--- src/rtl/regfile_mp.sv ---
// Multi-port CPU register file: two prioritised write ports, two combinational
// read ports with optional write bypass, hardwired zero register and busy scoreboard.
module regfile_mp #(
    parameter int DATA_W    = 32,
    parameter int ADDR_W    = 5,
    parameter int ZERO_REG  = 1,
    parameter int BYPASS    = 1,
    parameter int INIT_MODE = 0
) (
    input  logic              clk,
    input  logic              rst,
    input  logic              we0,
    input  logic [ADDR_W-1:0] wa0,
    input  logic [DATA_W-1:0] wd0,
    input  logic              we1,
    input  logic [ADDR_W-1:0] wa1,
    input  logic [DATA_W-1:0] wd1,
    input  logic [ADDR_W-1:0] ra1,
    input  logic [ADDR_W-1:0] ra2,
    output logic [DATA_W-1:0] rd1,
    output logic [DATA_W-1:0] rd2,
    input  logic              bs_set,
    input  logic [ADDR_W-1:0] bs_addr,
    output logic              busy1,
    output logic              busy2,
    output logic [ADDR_W:0]   busy_cnt
);

    localparam int NUM_REGS = 2 ** ADDR_W;

    logic [DATA_W-1:0]   regs_q [NUM_REGS];
    logic [NUM_REGS-1:0] busy_q;
    logic [NUM_REGS-1:0] busy_d;
    logic [ADDR_W:0]     busy_cnt_q;
    logic [ADDR_W:0]     busy_cnt_d;

    logic              we0_eff_s;
    logic              we1_eff_s;
    logic              bs_eff_s;
    logic [DATA_W-1:0] rd1_s;
    logic [DATA_W-1:0] rd2_s;
    logic              busy1_s;
    logic              busy2_s;

    function automatic logic is_zero_reg(input logic [ADDR_W-1:0] addr);
        return (ZERO_REG != 0) && (addr == {ADDR_W{1'b0}});
    endfunction

    function automatic logic [DATA_W-1:0] init_val(input int idx);
        if (INIT_MODE == 1) begin
            return DATA_W'(unsigned'(idx));
        end else begin
            return {DATA_W{1'b0}};
        end
    endfunction

    function automatic logic [ADDR_W:0] popcount(input logic [NUM_REGS-1:0] vec);
        logic [ADDR_W:0] cnt;
        cnt = {(ADDR_W + 1){1'b0}};
        for (int i = 0; i < NUM_REGS; i++) begin
            cnt = cnt + {{ADDR_W{1'b0}}, vec[i]};
        end
        return cnt;
    endfunction

    // Address 0 is invisible to writes and the scoreboard when it is hardwired.
    assign we0_eff_s = we0 && !is_zero_reg(wa0);
    assign we1_eff_s = we1 && !is_zero_reg(wa1);
    assign bs_eff_s  = bs_set && !is_zero_reg(bs_addr);

    // Register array update; the later assignment gives port 1 priority on collision.
    always_ff @(posedge clk) begin
        if (rst) begin
            for (int i = 0; i < NUM_REGS; i++) begin
                regs_q[i] <= init_val(i);
            end
        end else begin
            if (we0_eff_s) begin
                regs_q[wa0] <= wd0;
            end
            if (we1_eff_s) begin
                regs_q[wa1] <= wd1;
            end
        end
    end

    // Read port 1 with zero-register override and optional bypass.
    always_comb begin
        rd1_s = regs_q[ra1];
        if (is_zero_reg(ra1)) begin
            rd1_s = {DATA_W{1'b0}};
        end else if ((BYPASS != 0) && we1_eff_s && (wa1 == ra1)) begin
            rd1_s = wd1;
        end else if ((BYPASS != 0) && we0_eff_s && (wa0 == ra1)) begin
            rd1_s = wd0;
        end else begin
            rd1_s = regs_q[ra1];
        end
    end

    // Read port 2 with zero-register override and optional bypass.
    always_comb begin
        rd2_s = regs_q[ra2];
        if (is_zero_reg(ra2)) begin
            rd2_s = {DATA_W{1'b0}};
        end else if ((BYPASS != 0) && we1_eff_s && (wa1 == ra2)) begin
            rd2_s = wd1;
        end else if ((BYPASS != 0) && we0_eff_s && (wa0 == ra2)) begin
            rd2_s = wd0;
        end else begin
            rd2_s = regs_q[ra2];
        end
    end

    // A retiring write hides busy unless a new producer issues to the same register.
    always_comb begin
        busy1_s = busy_q[ra1];
        busy2_s = busy_q[ra2];
        if ((BYPASS != 0)
            && ((we0_eff_s && (wa0 == ra1)) || (we1_eff_s && (wa1 == ra1)))
            && !(bs_eff_s && (bs_addr == ra1))) begin
            busy1_s = 1'b0;
        end else begin
            busy1_s = busy_q[ra1];
        end
        if ((BYPASS != 0)
            && ((we0_eff_s && (wa0 == ra2)) || (we1_eff_s && (wa1 == ra2)))
            && !(bs_eff_s && (bs_addr == ra2))) begin
            busy2_s = 1'b0;
        end else begin
            busy2_s = busy_q[ra2];
        end
    end

    // Scoreboard next state: set beats clear beats hold.
    always_comb begin
        busy_d = busy_q;
        for (int r = 0; r < NUM_REGS; r++) begin
            if (bs_eff_s && (bs_addr == ADDR_W'(r))) begin
                busy_d[r] = 1'b1;
            end else if ((we0_eff_s && (wa0 == ADDR_W'(r))) || (we1_eff_s && (wa1 == ADDR_W'(r)))) begin
                busy_d[r] = 1'b0;
            end else begin
                busy_d[r] = busy_q[r];
            end
        end
        busy_cnt_d = popcount(busy_d);
    end

    // Scoreboard and busy count registers.
    always_ff @(posedge clk) begin
        if (rst) begin
            busy_q     <= {NUM_REGS{1'b0}};
            busy_cnt_q <= {(ADDR_W + 1){1'b0}};
        end else begin
            busy_q     <= busy_d;
            busy_cnt_q <= busy_cnt_d;
        end
    end

    assign rd1      = rd1_s;
    assign rd2      = rd2_s;
    assign busy1    = busy1_s;
    assign busy2    = busy2_s;
    assign busy_cnt = busy_cnt_q;

endmodule

--- config.mk ---
export PLATFORM = sky130hd
export DESIGN_NAME = regfile_mp
export DESIGN_NICKNAME = d
export VERILOG_FILES = /design/src/rtl/regfile_mp.sv
export SDC_FILE = /design/constraint.sdc
export NUM_CORES = 2
export LEC_CHECK = 0
export CAP_MARGIN = 20
export CORE_MARGIN = 2
export CORE_UTILIZATION = 27
export CTS_BUF_LIST = sky130_fd_sc_hd__clkbuf_4 sky130_fd_sc_hd__clkbuf_8 sky130_fd_sc_hd__clkbuf_16
export CTS_CLUSTER_DIAMETER = 120
export CTS_CLUSTER_SIZE = 25
export DETAILED_ROUTE_END_ITERATION = 12
export PLACE_DENSITY = 0.38
export SLEW_MARGIN = 40
export SYNTH_ARGS = -nofsm -noshare
export SYNTH_HDL_FRONTEND = slang
export SYNTH_SLANG_ARGS = --single-unit
--- constraint.sdc ---
create_clock -name clk -period 11.2 [get_ports clk]
set_clock_uncertainty 0.1 [all_clocks]
set_input_delay 2.24 -clock clk [delete_from_list [all_inputs] [get_ports clk]]
set_output_delay 2.24 -clock clk [all_outputs]
set_load 0.05 [all_outputs]
==> summary.txt <==
Timing
  – Highest Clock Rate: 109.7 MHz
  – Worst slew pin tran: 953.2 ps
  – Crit path time final: 9117 ps
  – Tcrit/Tclk final: 0.8140
  – RSZ-0062 raised after global routing: no
  – Setup violations, final: 0
  – Final setup TNS: 0 ps
  – Final hold violations: 0
  – Slew HR: 0.3645
  – Final Max Tran Viols: 0

Floorplanning
  – Die Y: 484.0 um
  – Core area: 229500 um^2
  – Die X: 484.0 um
  – Top-Level Pins: 166
  – Starting Density: 0.2712
  – Die area: 234300 um^2
  – Row Count: 176

Clock tree
  – Clock root buffer: clkbuf_16
  – Hold-fix buffers at CTS: 0
  – Setup Buffers After CTS: 0
  – CTS buffer count: 50
  – CTS tree: done
  – # clock sinks: 1062
  – CTS H-tree depth: 2
  – Clock buffer depth: 3
  – Clock Latency Late Sink: 740 ps
  – CTS clk-pin slew, worst paths: 100 ps
  – Cts repair resizes: 0

Critical path
  – Reg2reg setup slack: 6030 ps
  – CP Max Fanout: 21
  – Worst path max stage delay: 940 ps
  – CP endpoint kind: output pin
  – Worst Path Required: 8860 ps
  – CP arrival: 6780 ps
  – Reg2reg path depth: 18
  – Slowest library cell on the worst path: clkdlybuf4s50_1
  – Crit Path Category: primary input to output pin
  – Critical path cell sequence: clkdlybuf4s50_1 > buf_4 > and2_2 > nand2b_2 > buf_4 > o22ai_1 > a21oi_1 > nand3_1 > a31oi_1 > clkdlybuf4s50_1
  – Worst Setup Start Kind: primary input

Outcome
  – Status: finished clean

Global routing
  – Global-route wire length before repair: 425.4 mm
  – Total gr overflow: 0
  – GR Util All Layers: 0.2639
  – Largest net degree at the start of global routing: 92
  – GRT busiest layer: met2
  – Number of global-route vias before repair: 46000
  – GR met2 Demand/Resource: 0.4424
  – Initial antenna violation count: 9
  – Grt met3 use: 0.03744
  – Met1 capacity usage during global routing: 0.3429

Pwr
  – Leakage power: 22.54 nW
  – VDD IR max: 0.1130 mV
  – Cell Pwr Density: 127.3 nW/um^2

Synthesis
  – Count of cell types in the netlist: 54
  – EDFF count, synth: 1024
  – Sequential area share after synthesis: 0.5064
  – Share of flip-flops with an asynchronous set or reset: 0
  – Cell Area, Synth: 62220 um^2
  – Mean Syn Cell Area: 14.06 um^2
  – Synth Flop Type: edfxtp_1
  – Post-synthesis cell count: 4426
  – YS warnings: 0
  – Flops & latches, synth: 1062

Finish
  – Combined area of the multi-input logic cells: 28370 um^2
  – Most frequent cells in the layout: edfxtp_1 (1024), a22o_1 (1001), mux4_2 (494), buf_4 (181), mux2i_1 (149)
  – Area delta synth->final: 11.29%
  – Final Non-Filler Cells: 7279
  – Layout fillers: 22820
  – Nets: 4355
  – Storage cell area: 31510 um^2
  – Commonest non-fill, non-tap cell in the layout: edfxtp_1
  – Share of layout cells above drive strength 1: 0.2294

Placed design
  – RePlAce Congestion: 0.8270
  – Post-Place Cells: 7204
  – Count of input and output buffers: 165
  – Hpwl dp: 183.2 mm

Detailed routing
  – Vias post-DR: 45700
  – Wirelength per Cell: 43.76 um
  – DR DRC count: 0
  – Antenna viol nets, final: 0
  – Detailed-route vias per instance: 6.278
  – Final WL: 318.5 mm
  – Initial DRT Pass Iterations: 7
  – 1st-iter DRT viols: 4855

Flow run
  – Max-cap viol count: 0

Min path
  – Hold Crit Class: flop to flop
  – Hold depth: 1
[kinds of logic (layout without fill, tap and decap cells)]
logic type,count (synthesis),after routing,synth area share
compound gates,1434,1434,0.1847
mux,669,669,0.2075
xor+xnor,33,33,0.004645
buf+inv,715,508,0.04812
other cells,1,35,0.00006027
flops,1062,1062,0.5064
simple gates,481,481,0.03943
fa+ha+maj,31,31,0.009130
[power breakdown]
part,internal [mW],switching (mW)
combinational,0.623,1.13
clock,0.895,1.46
sequential,4.60,0.119
[cell usage after synthesis (all sizes together) (26+ instances only)]
cell    instances  area [um^2]
o221ai         32        280.3
dfxtp          38        760.7
clkbuf        465         1747
a21oi         115        575.6
mux4          494        11130
nor2b          41        256.5
edfxtp       1024        30750
nor4           26        192.7
nand2         102        382.9
nor3           68        340.3
buf           221         1139
a22o         1001         8767
o21ai          59        295.3
nand3          52        260.3
a22oi          44        330.3
nand2b         43        269.0
mux2           26        292.8
mux2i         149         1491
nor2           90        337.8
a31oi          34        212.7
inv            29        108.9
o22ai         119        744.5
[metrics by stage]
step | setup WS, ps | hold WS, ps | area [um^2] | power [mW] | utilization
final | 2083 | 435.2 | 69250 | 8.817 | 0.3018
after global routing | 2037 | 464.0 | 69240 | 9.037 | 0.3017
after CTS | 2150 | 439.1 | 69230 | 8.851 | 0.3017
after detailed placement | 2151 | 426.6 | 67760 | 6.543 | 0.2953
after global placement | 1989 | 425.7 | 67050 | 6.513 | 0.2922
after floorplan | 3503 | 366.7 | 62340 | 5.797 | -
[state kept, by name (all words and copies together), names as in the netlist]
register	flops
busy_q	32
busy_cnt	6
regs_q	1024
[cell type report]
type | instances | share of cell area
diodes | 3 | 0.0001084
flip-flops and latches | 1062 | 0.4550
clock inverters | 11 | 0.001193
well taps | 3026 | 0.05468
multi-input cells | 2680 | 0.4096
clock buffers | 61 | 0.02011
repair buffers | 407 | 0.05766
inverters | 29 | 0.001572
[critical path: cells and delay by family]
kind | cells | cell delay, ps
simple gates | 3 | 700
compound gates | 3 | 960
buf+inv | 4 | 2770
[worst paths after layout]
check,from,end
min reg2reg,busy_q[0],busy_q[0]
min,busy_q[0],busy_q[0]
max reg2reg,busy_q[27],busy_cnt[4]
max,ra1[4],rd1[11]
[routing by layer]
metal  vias up  part of all wire
li1      17910                 -
met1     25040              0.41
met2      2217              0.48
met3       538             0.061
met4         2             0.046
met5         -          0.000041
No activity file was read; power rests on OpenSTA's default activity.
